File: src/rtl/uart_tx_engine.sv
// UART serial transmit engine: pops bytes from the TX FIFO and
// frames them as start / data / optional even parity / stop bits.
module uart_tx_engine #(
    parameter int DATA_BITS  = 8,
    parameter int OVERSAMPLE = 16
) (
    input  logic                 bus2ip_clk,
    input  logic                 bus2ip_rst,
    input  logic [15:0]          baud_config_i,
    input  logic                 parity_en_i,
    input  logic                 msb_first_i,
    input  logic                 start_polarity_i,
    input  logic                 reset_buffer_i,
    input  logic                 tx_buffer_data_present_i,
    input  logic [DATA_BITS-1:0] tx_buffer_data_i,
    output logic                 tx_buffer_rd_o,
    output logic                 uart_tx_o,
    output logic                 tx_busy_o,
    output logic                 tx_done_o
);

    localparam int TW = (OVERSAMPLE > 1) ? $clog2(OVERSAMPLE) : 1;
    localparam int IW = (DATA_BITS > 1) ? $clog2(DATA_BITS) : 1;
    localparam logic [TW-1:0] TICK_LAST = TW'(OVERSAMPLE - 1);
    localparam logic [IW-1:0] IDX_LAST  = IW'(DATA_BITS - 1);

    typedef enum logic [2:0] {
        IDLE,
        START,
        DATA,
        PARITY,
        STOP
    } state_t;

    state_t               state;
    logic [15:0]          div_q;
    logic [15:0]          presc;
    logic [15:0]          presc_n;
    logic [TW-1:0]        tick;
    logic [TW-1:0]        tick_n;
    logic [IW-1:0]        idx;
    logic [DATA_BITS-1:0] data_q;
    logic                 par_q;
    logic                 msb_q;
    logic                 pol_q;
    logic                 tx_q;
    logic                 tick_wrap;
    logic                 bit_end;
    logic                 pre_end;
    logic                 pop;

    function automatic logic pick(
        input logic [DATA_BITS-1:0] d,
        input logic                 msb,
        input logic [IW-1:0]        i
    );
        return msb ? d[IDX_LAST - i] : d[i];
    endfunction

    // pre_end flags the cycle before the last one of a bit period
    always_comb begin
        tick_wrap = (presc == div_q - 16'd1);
        bit_end   = tick_wrap && (tick == TICK_LAST);
        presc_n   = tick_wrap ? 16'd0 : presc + 16'd1;
        tick_n    = tick;
        if (tick_wrap)
            tick_n = (tick == TICK_LAST) ? '0 : tick + 1'b1;
        pre_end   = (presc_n == div_q - 16'd1) && (tick_n == TICK_LAST);
    end

    assign pop = (state == IDLE) && tx_buffer_data_present_i &&
                 !reset_buffer_i && !bus2ip_rst;

    assign tx_buffer_rd_o = pop;
    assign tx_busy_o      = (state != IDLE) || pop;
    assign uart_tx_o      = bus2ip_rst ? ~start_polarity_i : tx_q;

    always_ff @(posedge bus2ip_clk or posedge bus2ip_rst) begin
        if (bus2ip_rst) begin
            state     <= IDLE;
            div_q     <= 16'd1;
            presc     <= '0;
            tick      <= '0;
            idx       <= '0;
            data_q    <= '0;
            par_q     <= 1'b0;
            msb_q     <= 1'b0;
            pol_q     <= 1'b0;
            tx_q      <= 1'b1;
            tx_done_o <= 1'b0;
        end else begin
            tx_done_o <= 1'b0;
            if (reset_buffer_i) begin
                state <= IDLE;
                tx_q  <= ~start_polarity_i;
            end else begin
                if (state != IDLE) begin
                    presc <= presc_n;
                    tick  <= tick_n;
                end
                unique case (state)
                    IDLE: begin
                        tx_q <= ~start_polarity_i;
                        if (pop) begin
                            data_q <= tx_buffer_data_i;
                            div_q  <= (baud_config_i == 16'd0) ?
                                      16'd1 : baud_config_i;
                            par_q  <= parity_en_i;
                            msb_q  <= msb_first_i;
                            pol_q  <= start_polarity_i;
                            presc  <= '0;
                            tick   <= '0;
                            idx    <= '0;
                            tx_q   <= start_polarity_i;
                            state  <= START;
                        end
                    end
                    START: begin
                        if (bit_end) begin
                            tx_q  <= pick(data_q, msb_q, '0);
                            state <= DATA;
                        end
                    end
                    DATA: begin
                        if (bit_end) begin
                            if (idx == IDX_LAST) begin
                                if (par_q) begin
                                    tx_q  <= ^data_q;
                                    state <= PARITY;
                                end else begin
                                    tx_q  <= ~pol_q;
                                    state <= STOP;
                                end
                            end else begin
                                idx  <= idx + 1'b1;
                                tx_q <= pick(data_q, msb_q, idx + 1'b1);
                            end
                        end
                    end
                    PARITY: begin
                        if (bit_end) begin
                            tx_q  <= ~pol_q;
                            state <= STOP;
                        end
                    end
                    STOP: begin
                        if (pre_end)
                            tx_done_o <= 1'b1;
                        if (bit_end) begin
                            tx_q  <= ~pol_q;
                            state <= IDLE;
                        end
                    end
                    default: state <= IDLE;
                endcase
            end
        end
    end

endmodule

File: config.mk
export PLATFORM = sky130hd
export DESIGN_NAME = uart_tx_engine
export DESIGN_NICKNAME = d
export VERILOG_FILES = /design/src/rtl/uart_tx_engine.sv
export SDC_FILE = /design/constraint.sdc
export NUM_CORES = 1
export LEC_CHECK = 0
export BUFFER_PORTS_ARGS = -buffer_cell sky130_fd_sc_hd__buf_4
export CAP_MARGIN = 20
export CORE_MARGIN = 2
export CORE_UTILIZATION = 40
export CTS_CLUSTER_SIZE = 10
export DETAILED_ROUTE_END_ITERATION = 12
export MAX_ROUTING_LAYER = met4
export PLACE_DENSITY = 0.57
export SKIP_LAST_GASP = 1
export SLEW_MARGIN = 5
export SYNTH_ARGS = -nofsm -noshare
export SYNTH_HDL_FRONTEND = slang
export SYNTH_SLANG_ARGS = --single-unit
File: constraint.sdc
create_clock -name bus2ip_clk -period 3.52 [get_ports bus2ip_clk]
set_input_delay 0.352 -clock bus2ip_clk [delete_from_list [all_inputs] [get_ports bus2ip_clk]]
set_output_delay 0.352 -clock bus2ip_clk [all_outputs]
set_load 0.05 [all_outputs]
==> results.toml, run 1 <==
[floorplanning]
die-area_sq_um = 11300
die_x_um = 106
die_h_um = 106
coreArea_sq_um = 10200
pin_count = 35
num_rows = 37
initial_core_util_pct = 40.9

[synthesis]
synthArstFlopShare_pct = 100
synth_cells = 495
yosysWarnings = 0
syn_avg_cell_area_sq_um = 8.45
syn-num-nets = 531
ys_ff_latch = 55
synth_edf_count = 0
synth_flop_cell = "dfrtp_1"
ys_seq_area_share_pct = 33.0
synth_cell_types = 77
syn_area_sq_um = 4180

[global_route]
grt_max_degree = 59
grt.total_usage_pct = 20.6
antenna_found_initial = 0
grt_pass1_vias = 3532
overflow = 0
grt_first_pass_wirelength_mm = 18.1

[power]
irDropWorstVdd_mv = 0.204
p_int_mw = 1.44
p_sw_uw = 982
power.density_nw_per_um2 = 511
comb_power_share_pct = 42.7
clkPwrFrac_pct = 18.8
power_mw = 2.42
p_leak_nw = 1.99
p_sw_share_pct = 40.6
p_seq_share_pct = 38.6

[clocking]
cts_tree = "built"
clk_latency_ns = 0.32
cts-root-buf = "clkbuf_8"
cts_buffers = 5
cts_num_sinks = 55
clk_pin_slew_worst_paths_ns = 0.12
htreeDepth = 2
cts_buffer_depth = 2
postCtsHoldBufs = 0

[drt]
firstDrtPassIters = 4
detail-route-antenna-nets = 0
post-route-drc-count = 0
drt_iter0_markers = 272
wl_mm = 10.9
wl_per_cell_um = 16.5
vias = 3673
viasPerCell = 5.54

[finish]
drive_gt1_share_pct = 19.0
final_cell_mix = "112 x nand2_1, 53 x dfrtp_1, 48 x buf_4, 40 x o21ai_0, 37 x xnor2_1"
layout.nets = 562
final_common_cell = "nand2_1"
syn_to_final_growth_pct = 13.1
num_antenna_cells = 0

[min_path]
hp-class = "primary input to flop"

[critical_path]
critPathRequiredTime_ns = 3.76
critPathLaunchType = "flop"
cp_max_fo = 10
crit_arrival_ns = 3.54
path_cells = "inv_1 -> ha_1 -> or4b_1 -> nor2_1 -> xnor2_1 -> nand4_1 -> a211o_2 -> nor3_4 -> a32oi_1 -> a2111o_1 -> nor4b_2"
reg2reg_slack_ns = 0.22
end_kind = "flop"
cp_slowest_cell = "or4b_1"
max_stage_delay_ns = 0.51
crit_type = "flop to flop"

[timing]
timing.final.crit_share_pct = 93.7
fmax_ghz = 0.303
fin_skew_ns = 0.0167
layout_min_cycle_time_ns = 3.30
rsz0062_at_grt = "no"
slew_violations = 0
hold_viol = 0
tightest_slew_ns = 0.741
slew_headroom_pct = 50.6
fin_tns_setup_ns = 0
setup_viol = 0

[placement]
dp_hpwl_mm = 8.43
io_buffers = 34
gp_congestion = 0.983

[status]
outcome = "finished, final reports clean"

[job]
max-cap-violations = 0
==> flip-flops by register name (all words and copies together) (netlist names), 3 cells and up <==
name    count
tick        4
idx         3
div_q      16
presc      16
state       3
data_q      8
==> stage by stage <==
stage	worst slack, ns	hold slack, ns	area [sq um]	instances	util [%]
3_5_place_dp	0.0854	0.511	4560	653	44.5
2_1_floorplan	0.309	0.415	4180	495	-
3_3_place_gp	0.198	0.498	4560	653	44.5
5_1_grt	0.0156	0.220	4730	663	46.2
4_1_cts	0.0462	0.220	4670	661	45.7
6_report	0.221	0.223	4730	663	46.2
==> timing repair <==
| action | 4_1_cts | 5_1_grt |
|---|---|---|
| gates resized for setup | 0 | 6 |
| endpoints found under the setup margin | 0 | 8 |
| setup buffers | 0 | 2 |
==> routing by layer <==
| layer | wire [um] | vias to the layer above | share of wire (%) | global-route usage [%] |
|---|---|---|---|---|
| met5 | 0 | - | 0 | - |
| met4 | 286 | 0 | 2.6 | 7.05 |
| met3 | 574 | 24 | 5.2 | 2.45 |
| met2 | 4880 | 106 | 45 | 31.2 |
| met1 | 5200 | 1743 | 48 | 28.8 |
| li1 | - | 1800 | - | - |
==> power by group through the flow <==
stage | Sequential, mW | Clock (mW) | Combinational, mW
CTS | 0.928 | 0.461 | 1.01
detailed placement | 0.942 | 0 | 1.00
floorplan | 0.858 | 0 | 0.872
finish | 0.932 | 0.454 | 1.03
global placement | 0.939 | 0 | 0.985
global route | 0.957 | 0.494 | 1.13
==> cell families after synthesis <==
| logic type | Yosys count | share of synthesized area, % |
|---|---|---|
| AND/OR/NAND/NOR | 232 | 28.9 |
| AO/OA/AOI/OAI | 101 | 16.7 |
| XOR/XNOR | 58 | 12.1 |
| flip-flops | 55 | 33.0 |
| buffers and inverters | 37 | 4.60 |
| multiplexers | 7 | 3.20 |
| adder cells (fa/ha/maj) | 5 | 1.50 |
==> layout make-up <==
class                      count  area [sq um]
fill                        1031          5500
clock buffer                   6          82.6
multi-input combinational    403          2660
sequential                    55          1380
tap                          136           170
clock inverter                 2          35.0
inverter                      13          48.8
timing repair buffer          48           360
==> critical path: cells and delay by family, from the launching register on <==
| family | cells | cell delay, ns |
|---|---|---|
| buffers and inverters | 1 | 0.12 |
| AND/OR/NAND/NOR | 5 | 1.35 |
| AO/OA/AOI/OAI | 3 | 0.95 |
| adder cells (fa/ha/maj) | 1 | 0.25 |
| XOR/XNOR | 1 | 0.15 |
| flip-flops | 1 | 0.41 |
==> synth_stat cells (all sizes together) (4+ instances only) <==
master / n / share of area (%)
and3: 11 / 1.6
nor2b: 4 / 0.60
a22o: 5 / 1.0
nor3b: 5 / 0.90
xor2: 20 / 4.2
mux4: 5 / 2.7
o31ai: 5 / 1.0
a21oi: 14 / 1.7
nand4: 8 / 1.7
o21ai: 42 / 5.1
nor3: 13 / 2.3
nor2: 33 / 3.1
buf: 9 / 1.9
nor4: 8 / 2.1
ha: 5 / 1.5
clkbuf: 15 / 1.6
or2: 4 / 0.60
nand3: 18 / 2.3
inv: 12 / 1.1
xnor2: 38 / 8.0
dfrtp: 53 / 32
nand2: 113 / 10
==> worst paths after layout <==
check,from,endpoint,depth (start not counted)
setup / recovery,div_q[0],tx_done_o,11
hold / removal,tx_buffer_data_i[2],data_q[2],3
max in group asynchronous,bus2ip_rst,data_q[2],3
min in group asynchronous,bus2ip_rst,tx_done_o,3
setup reg to reg,div_q[0],tx_done_o,11
hold reg to reg,tx_q,tx_q,2
Note: power is estimated with default switching activity, not from simulation.
==> run 2, diff against run 1 <==
--- a/config.mk
+++ b/config.mk
@@ -11,6 +11,7 @@
 export CORE_UTILIZATION = 40
 export CTS_CLUSTER_SIZE = 10
 export DETAILED_ROUTE_END_ITERATION = 12
+export HOLD_SLACK_MARGIN = 0.08
 export MAX_ROUTING_LAYER = met4
 export PLACE_DENSITY = 0.57
 export SKIP_LAST_GASP = 1
==> constraint.sdc (replaced) <==
create_clock -name bus2ip_clk -period 3.52 [get_ports bus2ip_clk]
set_input_delay 0.704 -clock bus2ip_clk [delete_from_list [all_inputs] [get_ports bus2ip_clk]]
set_output_delay 0.704 -clock bus2ip_clk [all_outputs]
set_load 0.05 [all_outputs]
==> run 2 against run 1 <==
Compared with the run above: global-route usage grew 0.83 points; sequential cell count unchanged; largest power group unchanged; largest cell class unchanged; highest routed layer unchanged; cell area increased by 0.87%; critical endpoint unchanged; utilization increased by 0.40 points.
==> results.toml, run 2 (synthesis gave the netlist of run 1 again) <==
[floorplanning]
initial_core_util_pct = 40.9
pin_count = 35
die-area_sq_um = 11300
die_x_um = 106
coreArea_sq_um = 10200
die_h_um = 106
num_rows = 37

[critical_path]
crit_arrival_ns = 3.54
max_stage_delay_ns = 0.59
cp_slowest_cell = "dfstp_2"
path_cells = "inv_1 -> ha_1 -> xor2_1 -> o211ai_1 -> a311o_2 -> nor4b_4 -> nand2_2 -> nor3_4 -> a32oi_1 -> a2111o_1 -> nor4b_2"
path_buf_inv = 1
critPathRequiredTime_ns = 3.77
crit_type = "flop to flop"
crit_family = "compound AO/OA/AOI/OAI gates"
end_kind = "flop"
cp_max_fo = 5
critPathLaunchType = "flop"

[drt]
drt_iter0_markers = 240
firstDrtPassIters = 4
wl_per_cell_um = 16.5
wl_mm = 11.0
detail-route-antenna-nets = 0
vias = 3727
viasPerCell = 5.59
post-route-drc-count = 0

[finish]
top_regs = "div_q: 16 flops, presc: 16 flops, data_q: 8 flops"
num_antenna_cells = 0
layout.nets = 566
final.fill_count = 989
final_common_cell = "nand2_1"
drive_gt1_share_pct = 19.6
seq_area_sq_um = 1380
multi_input_area_sq_um = 2660
final_cell_mix = "112 x nand2_1, 53 x dfrtp_1, 52 x buf_4, 39 x o21ai_0, 37 x xnor2_1"
final_util_pct = 46.6
syn_to_final_growth_pct = 14.1

[power]
irDropWorstVdd_mv = 0.267
comb_power_share_pct = 42.5
p_seq_share_pct = 38.5
p_sw_share_pct = 41.2
p_sw_mw = 1.00
p_leak_nw = 2.00
clkPwrFrac_pct = 19.0
power.density_nw_per_um2 = 509
p_int_mw = 1.43

[global_route]
top_usage_layer = "met2"
grt_max_degree = 43
grt_pass1_vias = 3695
grt.total_usage_pct = 21.5
met3_usage_pct = 3.25
use_met2_pct = 32.1
grt.met1_usage_pct = 30.1
antenna_found_initial = 0
overflow = 0
grt_first_pass_wirelength_mm = 18.7

[timing]
tightest_slew_ns = 0.566
setup_viol = 0
fmax_ghz = 0.304
slew_headroom_pct = 62.3
rsz0062_at_grt = "no"
hold_viol = 0
worst_slack_ns = 0.232
fin_skew_ns = 0.00868
layout_min_cycle_time_ns = 3.29
fin_tns_setup_ns = 0
timing.final.crit_share_pct = 93.4
slew_violations = 0

[status]
outcome = "finished, final reports clean"

[clocking]
htreeDepth = 2
cts_num_sinks = 55
postCtsHoldBufs = 0
cts_buffers = 5
cts_tree = "built"
cts-root-buf = "clkbuf_8"
cts_buffer_depth = 2
clk_pin_slew_worst_paths_ns = 0.11
clk_latency_ns = 0.33

[placement]
gp_congestion = 0.897
io_buffers = 34
dp_hpwl_mm = 8.39
place_ws_ns = 0.0672

[min_path]
hp-class = "primary input to asynchronous set/reset pin"

[job]
max-cap-violations = 0
## run 2: changes by cell type in the layout (fill, tap and decap cells not counted), sizes merged
cell	before	now
buf	48	52
clkbuf	6	5
clkinvlp	0	1
## run 2: per-stage QoR
stage | hold WS, ns | std cells | total power [mW] | instance area, sq um
4_1_cts | 0.438 | 665 | 2.41 | 4710
2_1_floorplan | 0.477 | 495 | 1.73 | 4190
3_3_place_gp | 0.502 | 657 | 1.93 | 4590
6_report | 0.424 | 667 | 2.43 | 4770
5_1_grt | 0.450 | 667 | 2.60 | 4770
3_5_place_dp | 0.501 | 657 | 1.95 | 4590
## run 2: routing by layer
layer / vias up / share of wire [%]
met3: 21 / 5.1
li1: 1815 / -
met4: 0 / 1.8
met2: 118 / 45
met1: 1773 / 48
met5: - / 0
## run 2: final timing paths
check | startpoint | to | slack (ns) | depth (start not counted)
max | div_q[0] | tx_done_o | 0.23 | 11
max reg2reg | div_q[0] | tx_done_o | 0.23 | 11
min in group bus2ip_clk | tx_q | tx_q | 0.52 | 2
max in group asynchronous | bus2ip_rst | div_q[11] | 2.26 | 4
min reg2reg | tx_q | tx_q | 0.52 | 2
min | bus2ip_rst | tick[2] | 0.42 | 3
## run 2: repair_timing
item | CTS | global route
endpoints found under the setup margin | 0 | 9
resized for setup | 0 | 7
setup buffers | 0 | 2
## run 2: power by group through the flow
stage	Clock (mW)	Combinational, mW	Sequential [mW]
6_report	0.462	1.03	0.935
3_3_place_gp	0	0.995	0.935
4_1_cts	0.471	1.01	0.927
3_5_place_dp	0	1.00	0.941
5_1_grt	0.490	1.15	0.957
2_1_floorplan	0	0.872	0.858
## run 2: area by class of cell
type / instances / area share (%)
clock inverters: 3 / 0.996
inverters: 13 / 1.10
flip-flops and latches: 55 / 28.9
well taps: 136 / 3.57
multi-input cells: 403 / 55.8
repair buffers: 52 / 8.18
clock buffers: 5 / 1.44
## run 2: worst register-to-register path, stage by stage (launching register included)
cell and delay [ns]:
dfstp_2 0.59, inv_1 0.09, ha_1 0.35, xor2_1 0.17
o211ai_1 0.11, a311o_2 0.39, nor4b_4 0.31, nand2_2 0.11
nor3_4 0.25, a32oi_1 0.14, a2111o_1 0.41, nor4b_2 0.26
